`config.mk`:
```
export PLATFORM = sky130hd
export DESIGN_NAME = morph_open_sched
export DESIGN_NICKNAME = d
export VERILOG_FILES = /design/src/rtl/morph_open_sched.sv
export SDC_FILE = /design/constraint.sdc
export NUM_CORES = 1
export LEC_CHECK = 0
export CAP_MARGIN = 40
export CORE_MARGIN = 8
export CORE_UTILIZATION = 40
export DETAILED_ROUTE_END_ITERATION = 8
export GPL_TIMING_DRIVEN = 1
export SKIP_CTS_REPAIR_TIMING = 1
export SYNTH_ARGS = -nofsm -noshare
export SYNTH_HDL_FRONTEND = slang
export SYNTH_SLANG_ARGS = --single-unit
```
`constraint.sdc`:
```
create_clock -name clk -period 2.6 [get_ports clk]
set_clock_uncertainty 0.15 [all_clocks]
set_input_delay 0.26 -clock clk [delete_from_list [all_inputs] [get_ports clk]]
set_output_delay 0.26 -clock clk [all_outputs]
set_load 0.05 [all_outputs]
```
`src/rtl/morph_open_sched.sv`:
```
// Morphological opening scheduler: runs a 3x3 erode pass (bank 0 -> bank 1), then a 3x3 dilate
// pass (bank 1 -> bank 0). It drives the frame RAM strobes, the core valid/clear and the pipeline flush.
module morph_open_sched #(
   parameter int PIC_WIDTH  = 250,
   parameter int PIC_HEIGHT = 250,
   parameter int ADDR_W     = 16,
   parameter int CORE_LAT   = 3
) (
   input  logic              clk,
   input  logic              rst_n,
   input  logic              start,
   input  logic              hold,
   output logic              busy,
   output logic              done,
   output logic              pass_sel,
   output logic              core_valid,
   output logic              core_rst_n,
   output logic              mem_rd_en,
   output logic              mem_rd_bank,
   output logic [ADDR_W-1:0] mem_rd_addr,
   output logic              mem_wr_en,
   output logic              mem_wr_bank,
   output logic [ADDR_W-1:0] mem_wr_addr
);

   localparam int N  = PIC_WIDTH * PIC_HEIGHT;
   localparam int CW = ADDR_W + 1;

   localparam logic [CW-1:0]     N_C     = CW'(N);
   localparam logic [CW-1:0]     TOTAL_C = CW'(N + CORE_LAT);
   localparam logic [CW-1:0]     LAST_C  = CW'(N + CORE_LAT - 1);
   localparam logic [CW-1:0]     LAT_C   = CW'(CORE_LAT);
   localparam logic [CW-1:0]     ONE_C   = CW'(1);
   localparam logic [ADDR_W-1:0] LAT_A   = ADDR_W'(CORE_LAT);

   typedef enum logic [2:0] {
      S_IDLE,
      S_CLR_E,
      S_ERODE,
      S_CLR_D,
      S_DILATE,
      S_DONE
   } state_e;

   state_e        state_q;
   logic [CW-1:0] issue_q;
   logic [CW-1:0] beat_q;
   logic          pend_q;

   logic busy_q;
   logic done_q;
   logic pass_sel_q;
   logic core_rst_n_q;
   logic rd_bank_q;
   logic wr_bank_q;

   logic in_pass;
   logic run;
   logic issue;
   logic beat;
   logic last_beat;
   logic rd_window;
   logic wr_window;

   // hold is a same-cycle freeze, so the three strobes are gated combinationally from the
   // registered engine state; everything else leaves the block straight from a flop.
   assign in_pass   = (state_q == S_ERODE) || (state_q == S_DILATE);
   assign run       = in_pass && !hold;
   assign issue     = run && (issue_q < TOTAL_C);
   assign beat      = run && pend_q;
   assign last_beat = beat && (beat_q == LAST_C);
   assign rd_window = issue_q < N_C;
   assign wr_window = (beat_q >= LAT_C) && (beat_q < TOTAL_C);

   assign mem_rd_en   = issue && rd_window;
   assign mem_rd_addr = rd_window ? issue_q[ADDR_W-1:0] : '0;
   assign core_valid  = beat;
   assign mem_wr_en   = beat && (beat_q >= LAT_C);
   assign mem_wr_addr = wr_window ? (beat_q[ADDR_W-1:0] - LAT_A) : '0;

   assign busy        = busy_q;
   assign done        = done_q;
   assign pass_sel    = pass_sel_q;
   assign core_rst_n  = core_rst_n_q;
   assign mem_rd_bank = rd_bank_q;
   assign mem_wr_bank = wr_bank_q;

   always_ff @(posedge clk or negedge rst_n) begin
      if (!rst_n) begin
         state_q      <= S_IDLE;
         issue_q      <= '0;
         beat_q       <= '0;
         pend_q       <= 1'b0;
         busy_q       <= 1'b0;
         done_q       <= 1'b0;
         pass_sel_q   <= 1'b0;
         core_rst_n_q <= 1'b1;
         rd_bank_q    <= 1'b0;
         wr_bank_q    <= 1'b0;
      end else begin
         // NOTE: non-blocking assignments only here, so every branch below sees this cycle's
         // state and the defaults on the next two lines are simply overridden where needed.
         done_q       <= 1'b0;
         core_rst_n_q <= 1'b1;

         // A pending issue becomes the next run cycle's beat, however long hold lasts in between.
         if ((state_q == S_CLR_E) || (state_q == S_CLR_D)) begin
            issue_q <= '0;
            beat_q  <= '0;
            pend_q  <= 1'b0;
         end else if (run) begin
            if (issue) issue_q <= issue_q + ONE_C;
            if (beat)  beat_q  <= beat_q + ONE_C;
            pend_q <= issue;
         end

         case (state_q)
            S_IDLE: begin
               if (start) begin
                  state_q      <= S_CLR_E;
                  busy_q       <= 1'b1;
                  core_rst_n_q <= 1'b0;
                  pass_sel_q   <= 1'b0;
                  rd_bank_q    <= 1'b0;
                  wr_bank_q    <= 1'b1;
               end
            end
            S_CLR_E: state_q <= S_ERODE;
            S_ERODE: begin
               if (last_beat) begin
                  state_q      <= S_CLR_D;
                  core_rst_n_q <= 1'b0;
                  pass_sel_q   <= 1'b1;
                  rd_bank_q    <= 1'b1;
                  wr_bank_q    <= 1'b0;
               end
            end
            S_CLR_D: state_q <= S_DILATE;
            S_DILATE: begin
               if (last_beat) begin
                  state_q    <= S_DONE;
                  done_q     <= 1'b1;
                  pass_sel_q <= 1'b0;
                  rd_bank_q  <= 1'b0;
                  wr_bank_q  <= 1'b0;
               end
            end
            S_DONE: begin
               state_q <= S_IDLE;
               busy_q  <= 1'b0;
            end
            default: state_q <= S_IDLE;
         endcase
      end
   end

endmodule

```
* Word-level counts from Yosys, hierarchy flattened
Cells that the tools add are included.
** Word-level totals
- Register bits after elaboration :: 43
- Input bits :: 4
- Output and inout port bits :: 41
- Logic and storage cells :: 76
** Cells by class
- $add $sub $neg :: 3
- Magnitude comparators :: 4
- Equal/unequal tests :: 10
- Mux-type cells :: 26
- Reduce and logical (&&, ||, !) cells :: 24
** Operators by type and width (count)
- 2-to-1 mux 17 bit :: 6
- < comparator 17 x 16 -> 1 bit (second input constant) :: 3
- adder 17 x 1 -> 17 bit (second input constant) :: 2
- 2-to-1 mux 16 bit :: 2
- equality test 17 x 16 -> 1 bit (second input constant) :: 1
- >= comparator 17 x 2 -> 1 bit (second input constant) :: 1
- subtractor 16 x 2 -> 16 bit (second input constant) :: 1
- case mux 3 bit (5 select lines) :: 1
- 2-to-1 mux 1 bit :: 10
- nonzero test 2 bit :: 5
- 2-to-1 mux 3 bit :: 3
- logical AND 1 bit :: 7
- equality test 3 x 2 -> 1 bit (second input constant) :: 2
- equality test 3 bit (second input constant) :: 2
- inequality test 2 bit (second input constant) :: 3
- case mux 1 bit (2 select lines) :: 3
- AND reduction 2 bit :: 3
- AND reduction 3 bit :: 2
- AND reduction 4 bit :: 1
- equality test 3 x 1 -> 1 bit (second input constant) :: 1
- zero test 3 bit :: 1
- case mux 1 bit (3 select lines) :: 1
- nonzero test 3 bit :: 1
- logical OR 1 bit :: 2
- other kinds (3) :: 3

* Depth between registers and ports, before layout
Gate-level depths: netlist of the first run.
- Depth after elaboration :: 7
- Depth in mapped cells :: 7
- Gate-level depth less buffers :: 7

* Worst setup path before layout of the first run
No wires, ideal clock.
- Kind :: register to output
- From :: register beat_q[7]
- To :: output port mem_wr_addr[2]
- Arrival :: 2496 ps
- Required time :: 2190 ps
- Setup slack :: -306 ps
- Cell stages (with the launch flop) :: 7
- Buffers on the path :: 1
- Cells stage by stage :: dfrtp_1 > clkbuf_1 > nor4_2 > o22ai_1 > nor2_1 > o211ai_1 > nor3_1
** Between the ends
- Cells in the longest elaborated chain, start to end :: 3
- Elaborated cells between the ends (all ways) :: 4
- Classes of those cells :: 2 x order compare; 1 x mux; 1 x reduce/logical
** Ends and longest elaborated chain
- start: declaration :: RTL line 47 : logic [CW-1:0] beat_q;
- start signal: assignment :: RTL line 113 : if (beat) beat_q <= beat_q + ONE_C;
- >= comparator 17 x 2 -> 1 bit or < comparator 17 x 16 -> 1 bit (tied branches) :: RTL line 73 : assign wr_window = (beat_q >= LAT_C) && (beat_q < TOTAL_C);
- logical AND 1 bit (*) :: RTL line 73
- 2-to-1 mux 16 bit (*) :: RTL line 79 : assign mem_wr_addr = wr_window ? (beat_q[ADDR_W-1:0] - LAT_A) : '0;
- end: declaration :: RTL line 23 : output logic [ADDR_W-1:0] mem_wr_addr
Every way passes the cells marked *; elsewhere a longest branch is shown, timed or not.

* Worst setup path in the final report of the first run
- From :: register beat_q[5]
- To :: output port mem_wr_addr[9]
** Between the ends
- Cells in the longest elaborated chain, start to end :: 3
- Elaborated cells between the ends (all ways) :: 5
- Classes of those cells :: 1 x add/sub; 2 x order compare; 1 x mux; 1 x reduce/logical
** Ends and longest elaborated chain (RTL line)
- >= comparator 17 x 2 -> 1 bit or < comparator 17 x 16 -> 1 bit (tied branches) :: 73
- logical AND 1 bit :: 73
- 2-to-1 mux 16 bit (*) :: 79
Marked as above.

==> results.toml, run 1 <==
[global_routing]
busiest_layer = "met2"
grt_antenna_before_repair = 0
grt_pass1_wl_mm = 12.7
grt_overflow = 0
grt_pass1_vias = 2618
grt_max_degree = 26
use_met1_pct = 18.9
gr-usage-met2_pct = 26.5
grtUsageMet3_pct = 2.35
grtUsageTotal_pct = 15.4

[cts]
clk_latency_ns = 0.29
cts_buffer_depth = 2
cts_tree = "built"
clkTransAtPathRegs_ns = 0.09
root_buffer = "clkbuf_8"
htree_levels = 2
numCtsBuffers = 5
clkSinkCount = 43

[logic_synthesis]
syn_nets = 343
synth_common_cells = "nor2_1, dfrtp_1, nand2_1, xnor2_1, and2_1"
synthCells = 336
ys_ff_latch = 43
synthArstFlopShare_pct = 100
ys_types = 46
post-synth-top-count-cell = "nor2_1"
yosys-top-cells-area = "dfrtp_1, xnor2_1, nor2_1, and2_1, nand2_1"
synth.avg_cell_area_um2 = 8.36
seq_area_frac_synth_pct = 38.4
synth.largest_area_cell = "dfrtp_1"
synth_flop_cell = "dfrtp_1"
synth_edf_count = 0
syn-cell-area_mm2 = 0.00281
yosysWarnings = 0
synth_top_area_share_pct = 37.4

[worst_setup_path]
path_max_fanout = 7
worstSetupEndpointType = "output pin"
critPathLaunchType = "register"
cp_slowest_cell = "or4_4"
cp.arrival_ns = 2.12
critPathMaxStageDelay_ns = 0.52
path_cells = "or4_4 -> nor2_4 -> nand4_1 -> o211ai_1 -> buf_4 -> a21oi_1 -> buf_4"
cp_common_cell = "buf_4"
crit_required_ns = 2.19
crit_type = "reg -> out"
rrSetupSlack_ns = 0.23

[hold_path]
min_path_type = "in -> async"

[drt]
avgRoutedWirePerCell_um = 15.5
dr.pass1.iters = 4
ant_nets = 0
drc = 0
via_per_inst = 5.49
drtIter0Drc = 109
vias = 2703
wirelength_mm = 7.61

[sta]
holdWs_ns = 0.301
drv_slew = 0
min_period_ns = 2.53
final_hold_viol_count = 0
fmax_mhz = 395
rsz0062_at_grt = "yes"
max_slew_margin_pct = 60.7
fin_crit_sh_pct = 97.3
finalWorstSetupSlack_ns = 0.0697
setup_viol_count_final = 0
tightest_slew_ns = 0.589

[placement]
dpl-instance-area_mm2 = 0.00357
place_ws_ns = 0.233
io_buffers = 44
hpwl_mm = 5.50
gp_congestion = 0.876
dp.cells = 473

[layout]
fin_cells = 492
final_cell_area_mm2 = 0.00392
antennaDiodeCount = 0
syn_to_final_growth_pct = 39.7
layout.nets = 402
drive_gt1_share_pct = 26.0

[floorplanning]
fp.dieH_um = 99.8
die-area_mm2 = 0.00996
fp.dieW_um = 99.8
rows = 30
core_area_mm2 = 0.00679
ios = 45
start_util_pct = 41.3

[power]
pwr_density_cell_mw_per_mm2 = 632
p_total_mw = 2.48
power_leakage_nw = 1.69
ir_drop_uv = 425

[job]
maxCapViolCount = 0

[run_status]
status = "finished clean"
-- cell type report --
class | instances | area [um2]
fillers | 627 | 2870
clock buffers | 5 | 68.8
inverters | 9 | 33.8
flip-flops and latches | 43 | 1080
clock inverters | 3 | 43.8
well taps | 96 | 120
multi-input cells | 260 | 1690
repair buffers | 76 | 878
-- through the flow --
stage	setup TNS, ns	util (%)
after floorplan	-0.659	-
after global placement	0	52.6
after detailed placement	0	52.6
after CTS	-1.04	54.2
after global routing	-0.604	57.7
final	0	57.7
-- flip-flops by register name, summed over array words and instances (netlist names) --
name	count
beat_q	17
busy	1
core_rst_n	1
done	1
issue_q	17
mem_rd_bank	1
mem_wr_bank	1
pend_q	1
state_q	3
-- worst max-delay path, delay by kind of cell (launching register included) --
family | cells | cell delay [ns]
buffers and inverters | 2 | 0.42
AND/OR/NAND/NOR | 3 | 0.74
flip-flops | 1 | 0.44
AO/OA/AOI/OAI | 2 | 0.23
-- cell families (layout without fill, tap and decap cells) --
family | after synthesis | count (layout) | synth area share [%]
and+or+nand+nor | 170 | 170 | 32.0
AOI/OAI and AO/OA | 60 | 60 | 14.6
DFF | 43 | 43 | 38.4
buffers and inverters | 33 | 93 | 4.90
xor gates and xnor gates | 26 | 26 | 8.38
adders and majority gates | 3 | 3 | 1.34
muxes | 1 | 1 | 0.357
-- cells in the final DEF, fill, tap and decap left out, types with 9 or more instances in the layout --
cell type  instances
a21oi_1           12
and2_1            19
buf_12            19
buf_4             32
buf_6             14
dfrtp_1           36
inv_1              9
nand2_1           25
nand3_1           15
nor2_1            43
nor3_1             9
o21ai_0           10
xnor2_1           21
-- where the power goes --
part	internal, mW	switching, mW	total, mW
registers	0.736	0.105	0.841
clock network	0.286	0.243	0.530
logic	0.410	0.697	1.11
total	1.43	1.04	2.48
-- worst paths after layout --
path,from,end,cells after the start
hold / removal,rst_n,beat_q[13]$_DFFE_PN0P_,2
setup / recovery,beat_q[5]$_DFFE_PN0P_,mem_wr_addr[9],7
hold reg to reg,issue_q[15]$_DFFE_PN0P_,issue_q[15]$_DFFE_PN0P_,2
min in group clk,issue_q[15]$_DFFE_PN0P_,issue_q[15]$_DFFE_PN0P_,2
setup reg to reg,beat_q[0]$_DFFE_PN0P_,core_rst_n$_DFF_PN1_,7
max in group asynchronous,rst_n,core_rst_n$_DFF_PN1_,3
-- per-layer routing --
metal | up-vias | wire, um
li1 | 1313 | -
met5 | - | 0
met2 | 66 | 3770
met4 | 0 | 86
met1 | 1317 | 3410
met3 | 7 | 342
No activity file was read; power rests on OpenSTA's default activity.
==> run 2, diff against run 1 <==
Settings changed: CAP_MARGIN 40 to not set, CORE_UTILIZATION 40 to 53, PLACE_DENSITY set to 0.79.
==> run 2 against run 1 <==
Against the previous run:
- the run now ends with negative hold slack left
- critical path depth did not move
- combinational power barely moved
- global-route usage grew 3.3 points
- cell count fell by 6.1%
- critical endpoint is now mem_wr_addr[6]
- fmax shrank 1.1%
- largest power group unchanged
- critical path type unchanged
- first-iteration DRC count grew 150%
- routed wire length decreased by 0.63%
==> results.toml, run 2 (same netlist as run 1, synthesis figures left out) <==
[layout]
seq_area_mm2 = 0.00108
top_regs = "beat_q x17, issue_q x17, state_q x3"
final_common_cell = "nor2_1"
syn_to_final_growth_pct = 34.2
antennaDiodeCount = 0
fillers = 377
final_cell_mix = "nor2_1, buf_4, dfrtp_1"
drive_gt1_share_pct = 24.2
multi_input_area_mm2 = 0.00166
layout.nets = 398

[worst_setup_path]
path_cells = "or4_4 -> nor2_2 -> nand4_1 -> o211ai_1 -> buf_4 -> nor2_1 -> buf_4"
cp_common_cell = "buf_4"
cp_slowest_cell = "or4_4"
cp.arrival_ns = 2.15
crit_required_ns = 2.19
crit_buf_inv = 2
path_max_fanout = 7
critPathLaunchType = "register"
crit_type = "reg -> out"
cp.depth = 7
critPathMaxStageDelay_ns = 0.56
r2r_cells = 7
cp_top_family = "simple AND/OR/NAND/NOR gates"
worstSetupEndpointType = "output pin"

[cts]
clkSinkCount = 43
clkTransAtPathRegs_ns = 0.08
numCtsBuffers = 5
cts_tree = "built"
cts_buffer_depth = 2
clk_latency_ns = 0.29
root_buffer = "clkbuf_8"
htree_levels = 2

[sta]
fmax_mhz = 391
holdWs_ns = -0.0292
setup_viol_count_final = 0
fin_crit_sh_pct = 98.4
min_period_ns = 2.56
tightest_slew_ns = 0.977
drv_slew = 0
final_hold_viol_count = 42
finalWorstSetupSlack_ns = 0.0407
max_slew_margin_pct = 34.9

[floorplanning]
fp.dieH_um = 88.8
ios = 45
rows = 26
core_area_mm2 = 0.00511
die-area_mm2 = 0.00788
start_util_pct = 55.0
fp.dieW_um = 88.8

[drt]
ant_nets = 0
via_per_inst = 5.97
wirelength_mm = 7.56
vias = 2758
drtIter0Drc = 270
drc = 0
avgRoutedWirePerCell_um = 16.4
dr.pass1.iters = 5

[placement]
hpwl_mm = 5.17
gp_congestion = 0.909
place_ws_ns = 0.227
io_buffers = 44

[global_routing]
grt_pass1_vias = 2498
grt_pass1_wl_mm = 11.7
grt_overflow = 0
grt_antenna_before_repair = 0
grtUsageTotal_pct = 18.7
grt_max_degree = 44

[power]
p_comb_share_pct = 45.4
swShare_pct = 42.8
pwr-share-seq_pct = 35.0
p_total_mw = 2.38
power_leakage_nw = 1.65
p_sw_mw = 1.02
p_clk_share_pct = 19.6
pwr_density_cell_mw_per_mm2 = 632
ir_drop_uv = 485
internal_power_mw = 1.36

[run_status]
status = "finished, violations left"
violations = "negative hold slack"

[hold_path]
min_path_type = "in -> async"

[job]
maxCapViolCount = 0
==> run 2: changes by cell type in the layout (fill, tap and decap cells not counted), sizes merged <==
cell         previous run  this run
buf                    67        64
clkbuf                  5         8
clkinv                  2         0
bufinv                  1         0
dlygate4sd3             1         0
==> run 2: layout make-up <==
cell class                 count  share of cell area, %
multi-input combinational    260                   44.2
sequential                    43                   28.8
timing repair buffer          72                   21.2
clock buffer                   8                   2.66
tap                           70                   2.32
inverter                       9                  0.896
==> run 2: worst paths after layout <==
kind	startpoint	endpoint	slack, ns
max in group asynchronous	rst_n	beat_q[7]$_DFFE_PN0P_	1.65
hold / removal	rst_n	beat_q[3]$_DFFE_PN0P_	-0.03
setup / recovery	beat_q[3]$_DFFE_PN0P_	mem_wr_addr[6]	0.04
min in group clk	mem_wr_bank$_DFFE_PN0P_	mem_wr_bank$_DFFE_PN0P_	0.37
hold reg to reg	mem_wr_bank$_DFFE_PN0P_	mem_wr_bank$_DFFE_PN0P_	0.37
setup reg to reg	beat_q[0]$_DFFE_PN0P_	core_rst_n$_DFF_PN1_	0.23
==> run 2: metal layers <==
metal  track usage [%]  part of all wire, %  up-vias
met5                 0                    0        -
met4              5.99                  1.2        0
met3              3.62                  7.6        9
met2              30.5                   49      115
met1              24.1                   42     1324
li1                  -                    -     1310
==> run 2: worst register-to-register path, delay by kind of cell, from the launching register on <==
| family | cells | cell delay [ns] |
|---|---|---|
| adders and majority gates | 1 | 0.13 |
| buffers and inverters | 1 | 0.09 |
| AOI/OAI and AO/OA | 1 | 0.31 |
| DFF | 1 | 0.47 |
| and+or+nand+nor | 4 | 1.15 |
==> run 2: through the flow <==
stage / instances / cell area (um2) / util (%) / TNS (ns)
finish: 462 / 3770 / 73.8 / 0
global route: 462 / 3770 / 73.8 / -0.0500
CTS: 451 / 3610 / 70.7 / -1.20
detailed placement: 443 / 3510 / 68.7 / 0
global placement: 443 / 3510 / 68.7 / 0
floorplan: 336 / 2810 / - / -0.659
==> run 2: power by group through the flow <==
stage                     sequential, mW  clock (mW)  combinational, mW
after global routing               0.845       0.507               1.15
after global placement             0.840           0               1.04
after CTS                          0.830       0.479               1.06
final                              0.833       0.467               1.08
after detailed placement           0.842           0               1.05
after floorplan                    0.835           0              0.696
==> patch: new RTL, settings of run 1 <==
Add an input register stage for `start`, cleared by the reset; this delays it by one clock. The other inputs are not delayed to match.
--- a/src/rtl/morph_open_sched.sv
+++ b/src/rtl/morph_open_sched.sv
@@ -41,6 +41,16 @@
       S_DILATE,
       S_DONE
    } state_e;
+
+   logic start_q;
+
+   always_ff @(posedge clk or negedge rst_n) begin
+      if (!rst_n) begin
+         start_q <= '0;
+      end else begin
+         start_q <= start;
+      end
+   end
 
    state_e        state_q;
    logic [CW-1:0] issue_q;
@@ -116,7 +126,7 @@
 
          case (state_q)
             S_IDLE: begin
-               if (start) begin
+               if (start_q) begin
                   state_q      <= S_CLR_E;
                   busy_q       <= 1'b1;
                   core_rst_n_q <= 1'b0;
Behaviour: not the same (a bounded check fails within 4 cycles, from zero or initial values and one cycle with rst_n low).
==> patch against run 1 <==
- clock power fell by 17%
- highest routed layer unchanged
- count of clock-buffer cells in the layout rose by 1
- sequential cell count rose by 1
- area after synthesis fell by 3.3%
- combinational power rose by 15%
- the run now ends with negative setup slack left
- worst setup slack got worse by 0.57 ns
- wire length fell by 12%
- total power rose by 4.0%
- register-to-register slack improved by 0.02 ns
- design area fell by 0.19%
==> patch: results (changes against run 1) <==
Status
  • Status: finished, violations left
  • Failing checks: negative setup slack

Min path
  • Min-Delay Path Class: in -> async

Power
  • Pleak: 1.747 nW (+3.4%)
  • Sw frac: 42.58% (+0.42 points)
  • Flip-flop and latch power: 0.000852 W (+1%)
  • Maximum vdd drop: 0.4224 mV (-0.56%)
  • Sequential Power Share: 33.1% (-0.8 points)
  • Combinational share of power: 49.8% (+5.1 points)

Finish
  • Layout cells sized above 1: 28.06% (+2.1 points)
  • Final nets: 398 (-1.0%)
  • Ant. Diodes: 0 (unchanged)
  • Biggest regs: beat_q: 17 flops, issue_q: 17 flops, state_q: 3 flops
  • Fillers: 607 (-3.2%)
  • Non-Filler Instances: 472 (-4.1%)

Clock network
  • Worst-Skew Late Latency: 0.29 ns (about the same)
  • Register clock-pin slew on the reported worst setup and hold paths: 0.08 ns
  • Root Buffer: clkbuf_8
  • Worst-case clock buffer depth: 2 (unchanged)
  • CTS Buf Count: 5 (unchanged)
  • CTS HTree Levels: 2 (unchanged)

Placed design
  • Gp weighted congestion: 0.8372 (-4.4%)
  • Post-Place Cells: 461 (-2.5%)
  • I/O Buffers: 44 (unchanged)
  • Placed Instance Area: 3689 um^2 (+3.3%)
  • Final HPWL DP: 5210 um (-5.2%)
  • Dpl ws: -0.1833 ns (-0.4159 ns)

Setup path
  • Slowest-stage cell, CP: or4_4
  • Worst-path maximum fanout: 9 (+2)
  • Top delay family on crit path: simple AND/OR/NAND/NOR gates
  • R2R depth: 6 (-1)
  • CP peak stage delay: 0.53 ns

Synth
  • Post-synthesis mux area share: 0.3688% (+0.012 points)
  • Synth Area in Adders: 1.383% (+0.046 points)
  • Seq/Total Area, Yosys: 40.62% (+2.2 points)
  • Area contributors post-synth: dfrtp_1 40%, nor2_1 6.9%, xnor2_1 4.8%, xor2_1 4.2%, and2_1 4.1%
  • Post-synthesis xor/xnor area fraction: 9.036% (+0.66 points)
  • Post-synthesis cell type count: 51 (+11%)
  • Synth top cells by count: 50 x nor2_1, 43 x dfrtp_1, 29 x nand2_1
  • Synth Area in Compound Gates: 11.80% (-2.8 points)
  • YS warnings: 0 (unchanged)
  • Synth async-reset ratio: 100.0% (unchanged)
  • Syn nets: 330 (-3.8%)
  • Mapped Cells: 323 (-3.9%)

Detailed routing
  • Via count: 2519 (-6.8%)
  • Pre-antenna DRT Iters: 4 (unchanged)
  • DRT Wirelength: 6694 um (-12%)
  • Iteration-0 DRC Markers: 56 (-49%)

Timing
  • Setup TNS: -7.688 ns (-7.688 ns)
  • Tightest Pin Transition: 0.6440 ns (+0.05548 ns)
  • Final setup viols: 17 (+17)
  • Setup ws final: -0.4968 ns (-0.5666 ns)
  • Final hold vios: 0 (unchanged)

Global routing
  • Initial antenna violation count: 0 (unchanged)
  • GRT Util Overall: 14.28% (-1.1 points)
  • Vias in the first global route: 2445 (-6.6%)
  • Largest net degree at the start of global routing: 32 (+23%)
  • Wire length of the first global-routing pass: 11630 um (-8.4%)
==> patch: cell count changes in the layout (fill, tap and decap cells not counted), moves of 5 or more <==
cell	delta
xor2_1	+9
dfrtp_2	-5
dfrtp_1	+6
buf_4	+5
xnor2_1	-6
nor2_4	+11
a31oi_1	-5
nor2_1	-8
==> patch: cell type report <==
cell class / instances / area [um^2] / share of cell area [%]
inverter: 7 / 26.28 / 0.6714
timing repair buffer: 83 / 955.9 / 24.42
sequential: 44 / 1104 / 28.20
tap: 80 / 100.1 / 2.558
clock inverter: 2 / 10.01 / 0.2558
clock buffer: 6 / 82.58 / 2.110
multi-input combinational: 250 / 1635 / 41.78
==> patch: path summary, 6_finish.rpt <==
kind / startpoint / slack [ns] / end
min in group clk: start / 0.25 / start_q$_DFF_PN0_
max: beat_q[7]$_DFFE_PN0P_ / -0.50 / mem_wr_addr[5]
min: rst_n / 0.24 / issue_q[5]$_DFFE_PN0P_
max reg2reg: issue_q[3]$_DFFE_PN0P_ / 0.25 / issue_q[8]$_DFFE_PN0P_
min reg2reg: mem_wr_bank$_DFFE_PN0P_ / 0.36 / mem_wr_bank$_DFFE_PN0P_
max in group asynchronous: rst_n / 1.52 / core_rst_n$_DFF_PN1_
==> patch: worst reg2reg max path: stages (launching register included) <==
cell and delay (ns):
dfrtp_1 0.48, a311o_1 0.37, a21boi_0 0.35, o211ai_1 0.25, buf_4 0.22, or3_1 0.30
a21oi_1 0.15
==> patch: per-layer routing <==
layer | track usage (%) | share of wire (%) | vias to the layer above
met3 | 3.912 | 5.5 | 8
met4 | 3.542 | 0.91 | 0
met2 | 23.34 | 47 | 46
li1 | - | - | 1261
met1 | 18.09 | 47 | 1204
met5 | 0 | 0 | -
